==> src/rtl/if_id_pipe_reg_pkg.sv <==
// rtl/if_id_pipe_reg_pkg.sv - shared pipeline constants for the inter-stage registers
package if_id_pipe_reg_pkg;

  localparam int DATA_W = 32;

  // All-zero word decodes as sll $0,$0,0, so it doubles as the bubble.
  localparam logic [DATA_W-1:0] NOP_INST   = {DATA_W{1'b0}};
  localparam logic [DATA_W-1:0] PC_RST_VAL = {DATA_W{1'b0}};

endpackage

==> src/rtl/if_id_pipe_reg_pipe_reg.sv <==
// rtl/if_id_pipe_reg_pipe_reg.sv - generic W-bit stage flop with async reset and sync clear
module pipe_reg #(
  parameter int           W       = 32,
  parameter logic [W-1:0] RST_VAL = '0,
  parameter logic [W-1:0] CLR_VAL = '0
) (
  input  logic         clk,
  input  logic         rst,
  input  logic         clr,
  input  logic [W-1:0] d,
  output logic [W-1:0] q
);

  logic [W-1:0] data_d;
  logic [W-1:0] data_q;

  always_comb begin
    data_d = d;
    if (clr) begin
      data_d = CLR_VAL;
    end
  end

  always_ff @(posedge clk or posedge rst) begin
    if (rst) begin
      data_q <= RST_VAL;
    end else begin
      data_q <= data_d;
    end
  end

  assign q = data_q;

endmodule

==> src/rtl/if_id_pipe_reg.sv <==
// rtl/if_id_pipe_reg.sv - IF/ID pipeline register; flush turns the decode slot into a NOP bubble
module if_id_pipe_reg
  import if_id_pipe_reg_pkg::*;
#(
  parameter int MSB = DATA_W
) (
  input  logic           i_clk,
  input  logic           i_rst,
  input  logic           flush,
  input  logic [MSB-1:0] IF_next_pc,
  input  logic [MSB-1:0] IF_inst,
  output logic [MSB-1:0] ID_next_pc,
  output logic [MSB-1:0] ID_inst
);

  logic clr;

  assign clr = flush;

  pipe_reg #(
    .W       (MSB),
    .RST_VAL (MSB'(PC_RST_VAL)),
    .CLR_VAL (MSB'(PC_RST_VAL))
  ) u_pc_reg (
    .clk (i_clk),
    .rst (i_rst),
    .clr (clr),
    .d   (IF_next_pc),
    .q   (ID_next_pc)
  );

  pipe_reg #(
    .W       (MSB),
    .RST_VAL (MSB'(NOP_INST)),
    .CLR_VAL (MSB'(NOP_INST))
  ) u_inst_reg (
    .clk (i_clk),
    .rst (i_rst),
    .clr (clr),
    .d   (IF_inst),
    .q   (ID_inst)
  );

endmodule

==> config.mk <==
export PLATFORM = sky130hd
export DESIGN_NAME = if_id_pipe_reg
export DESIGN_NICKNAME = d
export VERILOG_FILES = /design/src/rtl/if_id_pipe_reg_pkg.sv /design/src/rtl/if_id_pipe_reg_pipe_reg.sv /design/src/rtl/if_id_pipe_reg.sv
export SDC_FILE = /design/constraint.sdc
export NUM_CORES = 1
export LEC_CHECK = 0
export ABC_CLOCK_PERIOD_IN_PS = 2360
export CORE_AREA = 2 2 102 104
export DETAILED_ROUTE_END_ITERATION = 12
export DIE_AREA = 0 0 104 106
export PLACE_DENSITY = 0.58
export SYNTH_ARGS = -nofsm -noshare
export SYNTH_HDL_FRONTEND = slang
export SYNTH_SLANG_ARGS = --single-unit
==> constraint.sdc <==
create_clock -name i_clk -period 2.36 [get_ports i_clk]
set_clock_uncertainty 0.1 [all_clocks]
set_input_delay 0.472 -clock i_clk [delete_from_list [all_inputs] [get_ports i_clk]]
set_output_delay 0.472 -clock i_clk [all_outputs]
set_load 0.05 [all_outputs]
# ---- Word-level counts from Yosys, hierarchy flattened
# Cells that the tools add are included.
dict set report classes {
  muxes 2
}
# op n
set op_table {}
lappend op_table {{2-to-1 mux 32 bit} 2}
dict set report word_totals {
  input_bits 67
  register_bits 64
  word_cells 4
  out_inout_bits 64
}

# ---- Logic depth before layout (Yosys ltp)
# Gate-level depths: netlist of run 1.
dict set report depth {
  word_depth 1
  mapped_depth 3
  ltp_nobuf 1
}

# ---- By module
# A second synthesis of run 1 with hierarchy kept.
dict set report hier_totals {
  hier_cells 136
  area_unflattened_um2 2054.5
}
# mod seq_area_each_um2 area_per_inst_um2 instances cells_per_inst
set modules_own_cells {}
lappend modules_own_cells {pipe_reg 800.8 1027.2 2 68}

# ---- Worst setup path before layout of run 1
# OpenSTA, ideal clock, no wires.
dict set report synth_path {
  path_kind {register -> output}
  start {register u_inst_reg.data_q[0], in the netlist u_inst_reg.q[0]}
  end {output port ID_inst[0]}
  required_ps 1788
  stages_incl_launch_ff 1
  arrival_time_ps 586
  n_path_buf 0
  path_slack_ps 1202
  path_cell_list {dfrtp_1}
}
# item line_no
set synth_rtl {}
lappend synth_rtl {{start, declared} if_id_pipe_reg_pipe_reg.sv:15} ;# logic [W-1:0] data_q;
lappend synth_rtl {{start signal, assigned} if_id_pipe_reg_pipe_reg.sv:28} ;# data_q <= data_d;
lappend synth_rtl {{end, declared} if_id_pipe_reg.sv:13} ;# output logic [MSB-1:0] ID_inst
# No word-level cell between the ends.

# ---- Final worst setup path of run 1
dict set report layout_path {
  start {register u_inst_reg.data_q[29], in the netlist u_inst_reg.q[29]}
  end {output port ID_inst[29]}
}
# No word-level cell between the ends.

==> results.cfg, run 1 <==
[clock_network]
cts_sinks = 64
cts_inserted_buffers = 9
cts.path.max_buffers = 2
cts-root-buf = clkbuf_8
cts_tree = built
clk_pin_slew_ps = 70
cts_resized = 0
cts_setup_buffers = 0
hold_buffers = 0
h-tree-depth = 3

[sta]
fin_crit_sh_pct = 87.3
slew_viol_final = 0
slew_headroom_pct = 63.4
fmax_mhz = 485
rsz0062_at_grt = false
setup_tns_ps = 0
setup_viol = 0
tightestPinTransition_ps = 548
hold_violations = 0
post-route-min-period_ps = 2060

[pwr]
comb_power_share_pct = 20.1
p_switching_uw = 721
powerDensity_nw_per_um2 = 685
clockPowerShare_pct = 35.9
p_seq_share_pct = 44.0
ir_drop_uv = 243
p_leak_uw = 0.00165
internal-power_uw = 1930
netSwitchingFraction_pct = 27.2

[route]
route.met3.wl_um = 499
via_per_inst = 3.63
maxUsedRoutingLayer = met4
vias = 1508
wl_met2_mm = 2.45
drt-pass1-iter-count = 3
drc = 0
antenna_left = 0
drtIter0Drc = 27
wl_met1_mm = 2.18
wl_mm = 5.23
wl_per_cell_um = 12.6

[floorplan]
io_pins = 131
die_x_um = 104
initial_core_util_pct = 22.4
core_um2 = 10000
die_y_um = 106
dieArea_um2 = 11000
rows = 37

[cells_and_area]
drive_gt1_share_pct = 28.7
fin_area_um2 = 3870
seq_area_um2 = 1600
diodes = 0
synthToLayoutAreaGrowth_pct = 72.4
nets = 341
multi_input_area_um2 = 551
fillers = 1025

[critical_path]
worstSetupStartpointType = flop
crit_path_end_kind = output port
critPathKind = flop to output port
crit_fanout = 1
crit_required_ps = 1790
arrival_ps = 1490
crit_family = buffers and inverters
path_depth = 1
critical_path.cell_chain = clkdlybuf4s50_1
cpMaxStageDelayCell = clkdlybuf4s50_1
slowest_delay_ps = 830
critPathBufInv = 1

[synth]
syn_area_um2 = 2240
yosysWarningCount = 0
post-synth-top-area-cell = dfrtp_1
synth_enable_flop_cells = 0
post-synth-top-count-cell = dfrtp_1
yosys-top-cells-area = dfrtp_1 71%, nor2b_2 23%, buf_6 2.5%
yosysSeqAreaShare_pct = 71.4
synth_top_area_share_pct = 71.4
synth_cell_types = 6
syn_nets = 203
ys_seq_elements = 64
netlist_instances = 136
synthArstFlopShare_pct = 100
synth_commonest_cells = 64 x dfrtp_1, 60 x nor2b_2, 5 x buf_6
synthFlopType = dfrtp_1
avgSynthCellArea_um2 = 16.5

[grt]
grtUsageTotal_pct = 10.3
grt_pass1_vias = 1599
grt_max_degree = 65
grt_pass1_wl_mm = 8.36
grt-ovfl-total = 0
antenna_found_initial = 0

[hold_path]
min-delay-start = flush
hp-class = input port to flop
holdPathStages = 2
worstHoldEndpoint = u_pc_reg.q[25]

[placement]
dpl_cell_area_um2 = 3670
dp_hpwl_mm = 3.60
gp_congestion = 0.688
numPortBuffers = 130

[flow_run]
drv_cap = 0

[run_status]
status = finished, final reports clean
[worst max path at each step]
stage | startpoint | to
2_1_floorplan | i_rst | u_inst_reg.q[0]
3_3_place_gp | u_inst_reg.q[30] | ID_inst[30]
3_5_place_dp | u_inst_reg.q[29] | ID_inst[29]
4_1_cts | u_inst_reg.q[30] | ID_inst[30]
5_1_grt | u_pc_reg.q[27] | ID_next_pc[27]
6_report | u_inst_reg.q[29] | ID_inst[29]
[cells in the final DEF, fill, tap and decap left out]
cell / instances
dfrtp_1: 64
clkbuf_1: 2
inv_2: 1
buf_4: 4
nor2b_1: 4
clkbuf_8: 11
bufinv_16: 1
clkinv_2: 2
buf_12: 1
clkdlybuf4s50_1: 129
nor2b_2: 60
[sequential cells by signal (all words and copies together) (netlist names)]
signal	flops
u_inst_reg.q	32
u_pc_reg.q	32
[final cells by class]
class / instances / share of cell area [%]
flip-flops and latches: 64 / 41.4
repair buffers: 134 / 34.7
multi-input cells: 64 / 14.2
well taps: 136 / 4.40
clock buffers: 13 / 4.11
clock inverters: 3 / 1.04
inverters: 1 / 0.0971
[cell families (layout without fill, tap and decap cells)]
family                 after synthesis  in the layout  synth area share, %
flip-flops                          64             64                 71.4
AND/OR/NAND/NOR                     64             64                 24.6
buffers and inverters                8            151                 4.02
[metal layers]
layer  vias up  global-route usage [%]
met5         -                       0
met2        84                    15.8
met4         0                    6.08
met1       735                    11.6
met3         9                    4.78
li1        680                       -
[power by group through the flow]
stage                     sequential, µW  clock [µW]  combinational, µW
final                               1170         952                533
after global routing                1170        1050                561
after CTS                           1170        1020                542
after detailed placement            1190           0                540
after global placement              1190           0                538
after floorplan                     1390           0                102
[stage by stage]
step / total power (µW) / util, % / worst slack [ps] / hold slack (ps) / std cells
after CTS: 2720 / 38.7 / 263 / 367 / 415
after detailed placement: 1730 / 36.7 / 651 / 740 / 399
final: 2650 / 38.7 / 299 / 383 / 415
after global routing: 2780 / 38.7 / 247 / 382 / 415
after global placement: 1720 / 36.7 / 648 / 740 / 399
after floorplan: 1490 / - / 190 / 508 / 136
(Power assumes the default switching activity.)
==> run 2, diff against run 1 <==
--- a/config.mk
+++ b/config.mk
@@ -7,6 +7,7 @@
 export LEC_CHECK = 0
 export ABC_CLOCK_PERIOD_IN_PS = 2360
 export CORE_AREA = 2 2 102 104
+export CTS_CLUSTER_SIZE = 25
 export DETAILED_ROUTE_END_ITERATION = 12
 export DIE_AREA = 0 0 104 106
 export PLACE_DENSITY = 0.58
==> results of run 2 <==
Same layout as run 1: the final DEF is identical, and so are final timing and power.
